<file path="config.mk">
export PLATFORM = sky130hd
export DESIGN_NAME = best_1ofn_pipe
export DESIGN_NICKNAME = d
export VERILOG_FILES = /design/src/rtl/best_1ofn_pipe.sv
export SDC_FILE = /design/constraint.sdc
export NUM_CORES = 1
export LEC_CHECK = 0
export ABC_CLOCK_PERIOD_IN_PS = 6550
export CORE_ASPECT_RATIO = 0.75
export CORE_UTILIZATION = 51
export CTS_BUF_LIST = sky130_fd_sc_hd__clkbuf_8
export CTS_CLUSTER_SIZE = 16
export DETAILED_ROUTE_END_ITERATION = 16
export PLACE_DENSITY = 0.83
export SYNTH_ARGS = -nofsm -noshare
export SYNTH_HDL_FRONTEND = slang
export SYNTH_SLANG_ARGS = --single-unit
</file>
<file path="constraint.sdc">
create_clock -name clock -period 6.55 [get_ports clock]
set_input_delay 1.31 -clock clock [delete_from_list [all_inputs] [get_ports clock]]
set_output_delay 1.31 -clock clock [all_outputs]
set_load 0.005 [all_outputs]
</file>
<file path="src/rtl/best_1ofn_pipe.sv">
// Pipelined 1-of-N best-candidate selector: binary tournament over NCH channels,
// one register per tree level, then a final stage that clamps the quarter-strip sub-key.
module best_1ofn_pipe #(
  parameter int NCH   = 7,
  parameter int PATB  = 7,
  parameter int KEYB  = 5,
  parameter int OFFSB = 4,
  parameter int QLTB  = 6,
  parameter int BNDB  = 5,
  parameter int CARB  = 11,
  parameter int SORTQ = 0,
  parameter int SPLIT = 128
) (
  input  logic                            clock,
  input  logic                            reset,
  input  logic                            in_vld,
  input  logic [NCH*PATB-1:0]             pat,
  input  logic [NCH*KEYB-1:0]             key,
  input  logic [NCH*OFFSB-1:0]            offs,
  input  logic [NCH*QLTB-1:0]             qlt,
  input  logic [NCH*BNDB-1:0]             bend,
  input  logic [NCH*CARB-1:0]             carry,
  output logic                            out_vld,
  output logic [PATB-1:0]                 best_pat,
  output logic [$clog2(NCH)+KEYB-1:0]     best_key,
  output logic [QLTB-1:0]                 best_qlt,
  output logic [BNDB-1:0]                 best_bend,
  output logic [CARB-1:0]                 best_carry,
  output logic [$clog2(NCH)+KEYB+1:0]     best_subkey,
  output logic                            best_any
);

  localparam int CHB   = $clog2(NCH);
  localparam int KEYBX = CHB + KEYB;
  localparam int SUBB  = KEYBX + 2;
  localparam int L     = $clog2(NCH);
  localparam int SW    = (QLTB > PATB - 1) ? QLTB : PATB - 1;
  localparam int KMAX  = NCH * (1 << KEYB) - 1;

  // Number of candidates entering tree level l.
  function automatic int unsigned lvl_cnt(input int unsigned l);
    int unsigned r;
    r = NCH;
    for (int unsigned i = 0; i < l; i++) r = (r + 1) / 2;
    return r;
  endfunction

  // Offset of level l (l >= 1) inside the flat register array tree_q.
  function automatic int unsigned tq_off(input int unsigned l);
    int unsigned r;
    r = 0;
    for (int unsigned m = 1; m < l; m++) r += lvl_cnt(m);
    return r;
  endfunction

  localparam int unsigned TQN = tq_off(L + 1);

  typedef struct packed {
    logic [SW-1:0]    sort;
    logic [PATB-1:0]  pat;
    logic [KEYB-1:0]  key;
    logic [CHB-1:0]   ch;
    logic [OFFSB-1:0] offs;
    logic [QLTB-1:0]  qlt;
    logic [BNDB-1:0]  bend;
    logic [CARB-1:0]  carry;
  } rec_t;

  rec_t       in_rec [NCH];
  rec_t       tree_q [TQN];
  logic [L-1:0] vld_q;

  always_comb begin
    for (int unsigned i = 0; i < NCH; i++) begin
      in_rec[i].pat   = pat[i*PATB +: PATB];
      in_rec[i].key   = key[i*KEYB +: KEYB];
      in_rec[i].ch    = CHB'(i);
      in_rec[i].offs  = offs[i*OFFSB +: OFFSB];
      in_rec[i].qlt   = qlt[i*QLTB +: QLTB];
      in_rec[i].bend  = bend[i*BNDB +: BNDB];
      in_rec[i].carry = carry[i*CARB +: CARB];
      if (SORTQ != 0) in_rec[i].sort = SW'(qlt[i*QLTB +: QLTB]);
      else            in_rec[i].sort = SW'(pat[i*PATB+1 +: PATB-1]);
    end
  end

  for (genvar l = 0; l < L; l++) begin : g_lvl
    localparam int unsigned NI = lvl_cnt(l);
    localparam int unsigned NO = lvl_cnt(l + 1);
    rec_t src [NI];

    for (genvar k = 0; k < NI; k++) begin : g_src
      if (l == 0) begin : g_in
        assign src[k] = in_rec[k];
      end else begin : g_tree
        assign src[k] = tree_q[tq_off(l) + k];
      end
    end

    // Left operand always holds the lower channel indices, so "strictly greater"
    // on the right resolves ties toward the lower channel.
    for (genvar j = 0; j < NO; j++) begin : g_node
      localparam int unsigned DI = tq_off(l + 1) + j;
      if (2 * j + 1 < NI) begin : g_cmp
        always_ff @(posedge clock)
          tree_q[DI] <= (src[2*j+1].sort > src[2*j].sort) ? src[2*j+1] : src[2*j];
      end else begin : g_pass
        always_ff @(posedge clock)
          tree_q[DI] <= src[2*j];
      end
    end
  end

  always_ff @(posedge clock) begin
    if (reset) vld_q <= '0;
    else       vld_q <= (vld_q << 1) | L'(in_vld);
  end

  rec_t                   win;
  logic [KEYBX-1:0]       win_key;
  logic signed [SUBB+1:0] s, lo4, hi4;
  logic [SUBB-1:0]        sub;

  assign win     = tree_q[TQN-1];
  assign win_key = {win.ch, win.key};

  // Clamp against the winner's own segment so an offset can never push the
  // sub-key into the neighbouring half.
  always_comb begin
    s   = $signed({2'b00, win_key, 2'b00})
        + $signed({{(SUBB+2-OFFSB){win.offs[OFFSB-1]}}, win.offs});
    lo4 = '0;
    hi4 = (SUBB+2)'(4 * KMAX);
    if (SPLIT != 0) begin
      if (int'(win_key) < SPLIT) hi4 = (SUBB+2)'(4 * (SPLIT - 1));
      else                       lo4 = (SUBB+2)'(4 * SPLIT);
    end
    if (s < lo4)      sub = lo4[SUBB-1:0];
    else if (s > hi4) sub = hi4[SUBB-1:0];
    else              sub = s[SUBB-1:0];
  end

  always_ff @(posedge clock) begin
    if (reset) begin
      out_vld     <= 1'b0;
      best_pat    <= '0;
      best_key    <= '0;
      best_qlt    <= '0;
      best_bend   <= '0;
      best_carry  <= '0;
      best_subkey <= '0;
      best_any    <= 1'b0;
    end else begin
      out_vld <= vld_q[L-1];
      if (vld_q[L-1]) begin
        best_pat    <= win.pat;
        best_key    <= win_key;
        best_qlt    <= win.qlt;
        best_bend   <= win.bend;
        best_carry  <= win.carry;
        best_subkey <= sub;
        best_any    <= (win.sort != '0);
      end
    end
  end

endmodule

</file>
==> qor.csv <==
metric,value,unit
global-route usage over all layers,23.43,%
worst hold margin,433.9,ps
Final Instance Area,16170,sq um
drt total wl,26.82,mm
H-tree depth,2,
vias in the first global route,8328,
Clock Skew,21.03,ps
Cell variety after synth,45,
top cell type's share of synthesized area,57.13,%
Slew HR,32.69,%
Placer Congestion,0.8100,
Post-DP HPWL,19.52,mm
endpoints failing hold,0,
crit path launch type,input port,
post-synthesis sequential area ratio,57.13,%
io pins,318,
Initial Utilization,51.98,%
cts repair resizes,0,
Yosys reg bits,328,
"Hold-fix buffers, CTS",0,
die extent in x,175.3,um
Vias/cell,4.912,
Die Ht,132.0,um
cell taking the most area after synthesis,dfxtp_1,
Critical Path AT,4430,ps
Die ar.,23150,sq um
Setup Buffers After CTS,0,
Setup TNS,0,ps
max_cap viols,0,
PortBufs,317,
Slew @ Worst Pin,1010,ps
row cnt,47,
Post-Syn Area,11490,sq um
Overflow after GRT,0,
asr flop ratio synth,0,%
synth-to-layout area growth,40.68,%
antenna violation net count after detailed routing,0,
cts bufs inserted,47,
share of cells above drive strength 1,25.65,%
Synth Net Count,1218,
DR pass1 iterations,5,
Flop pwr share,42.1,%
antenna violations before repair,0,
Avg WL per Cell,17.09,um
leakage power,6.527,nW
Mapped Cells,900,
clock sinks,328,
total number of yosys warnings,0,
initial detailed-routing violation count,291,
clock slew at reported path FFs,70,ps
Placement Cell Area,15070,sq um
core area,22110,sq um
Hold WC Path Type,reg -> reg,
Post-synth EDFFs,0,
Sw Pwr,1.678,mW
worst skew pair latency,560,ps
ant diodes,0,
period utilization,61.07,%
Pint,4.310,mW
clock share of power,30.3,%
via count,7707,
final slew viol count,0,
Tot Pwr,5.988,mW
ys flop type,dfxtp_1,
maximum VDD drop,220.7,uV
global-route wire length before repair,42.25,mm
CTS tree,built,
outcome,completed,
Power Density,370.3,nW/um^2
Tmin final,4000,ps
Setup crit end kind,flip-flop,
Worst Hold Depth,1,
Switching Share,28.03,%
final core occ,73.13,%
final net count,1557,
ranking of synthesized cells by area,"dfxtp_1, mux2_2, ha_1, mux2i_1, inv_1",
Root Driver,clkbuf_8,
Reg2Reg Depth,13,
Setup Crit Path Kind,in -> reg,
Crit Path Max Fanout,20,
CTS max path bufs,3,
Max Freq,250.0,MHz
Worst EP required,6980,ps
Logic pwr share,27.6,%
largest net degree at the start of global routing,48,
final setup violating endpoints,0,
Avg Inst Size Synth,12.77,sq um
unrepaired setup endpoints after global routing,no,
drt drc,0,
## routing by layer
| metal | vias up | track usage, % | part of all wire, % |
|---|---|---|---|
| met4 | 0 | 7.246 | 1.9 |
| met3 | 41 | 5.940 | 7.0 |
| met2 | 249 | 42.06 | 49 |
| met5 | - | 0 | 0 |
| met1 | 3609 | 27.30 | 42 |
| li1 | 3808 | - | - |
## state kept, by name, summed over array words and instances, names as in the netlist
name,cells
best_subkey,10
vld_q,3
out_vld,1
best_pat,7
best_any,1
best_key,8
tree_q,276
best_bend,5
best_carry,11
best_qlt,6
## Yosys cell counts (3+ instances only)
| master | number |
|---|---|
| dfxtp_1 | 328 |
| mux2_2 | 229 |
| inv_1 | 49 |
| nor2_1 | 49 |
| ha_1 | 48 |
| mux2i_1 | 36 |
| clkbuf_1 | 26 |
| o21a_1 | 16 |
| o21ai_0 | 14 |
| nand2_1 | 12 |
| nor2b_1 | 11 |
| a21oi_1 | 10 |
| a22o_1 | 6 |
| and4_1 | 6 |
| buf_1 | 6 |
| nand2b_1 | 6 |
| a32oi_1 | 5 |
| xnor2_1 | 5 |
| nand3_1 | 3 |
## through the flow
stage                     setup slack, ps  instances
after floorplan                      3198        900
after global placement               2029       1484
after detailed placement             1929       1484
after CTS                            2519       1569
after global routing                 2336       1569
final                                2550       1569
## power groups by stage
stage               Sequential [mW]  Combinational [mW]  Clock, mW
global placement               2.55                1.60          0
finish                         2.52                1.65       1.81
floorplan                      2.50                1.14          0
global route                   2.56                1.81       1.94
detailed placement             2.56                1.64          0
CTS                            2.53                1.66       1.85
## placed cells by master (no fill, tap or decap), types with 3 or more instances in the layout
| cell | Yosys | final |
|---|---|---|
| dfxtp_1 | 328 | 327 |
| clkdlybuf4s50_1 | 0 | 316 |
| mux2_2 | 229 | 229 |
| clkbuf_8 | 0 | 63 |
| inv_1 | 49 | 56 |
| nor2_1 | 49 | 49 |
| ha_1 | 48 | 48 |
| mux2i_1 | 36 | 36 |
| o21a_1 | 16 | 16 |
| o21ai_0 | 14 | 14 |
| nand2_1 | 12 | 12 |
| nor2b_1 | 11 | 11 |
| a21oi_1 | 10 | 10 |
| buf_4 | 0 | 7 |
| and4_1 | 6 | 6 |
| nand2b_1 | 6 | 6 |
| a22o_1 | 6 | 6 |
| clkinv_2 | 0 | 6 |
| a32oi_4 | 0 | 5 |
| xnor2_1 | 5 | 5 |
| bufinv_16 | 0 | 5 |
| clkinvlp_4 | 0 | 4 |
| nand3_1 | 3 | 3 |
## layout make-up
type	count	area (sq um)
fillers	1504	5942
clock buffers	63	867.1
repair buffers	324	3221
multi-input cells	489	4726
clock inverters	22	236.5
flip-flops and latches	328	6568
well taps	294	367.9
inverters	49	183.9
## cell families after synthesis
kind of cell               synth area share (%)
DFF                                       57.13
muxes                                     25.57
and+or+nand+nor                           4.148
buffers and inverters                     2.732
AOI/OAI and AO/OA                         4.638
adders and majority gates                 5.400
xor gates and xnor gates                 0.3810
## worst paths after layout
path                          from                          end  slack, ps
max reg2reg  tree_q[6][25]$_DFF_P_  best_subkey[7]$_SDFFE_PP0P_       2860
min reg2reg    vld_q[1]$_SDFF_PP0_          vld_q[2]$_SDFF_PP0_        430
max                        pat[16]        tree_q[1][24]$_DFF_P_       2550
min            vld_q[1]$_SDFF_PP0_          vld_q[2]$_SDFF_PP0_        430
## worst max-delay path: stages
cell and delay, ps:
clkdlybuf4s50_1 480, inv_1 50, ha_1 380, nor2b_1 180, o21a_1 130, o21a_1 110, o21a_1 100, o21ai_0 120
a32oi_4 720, buf_4 460, mux2_2 390
(Power assumes the default switching activity.)
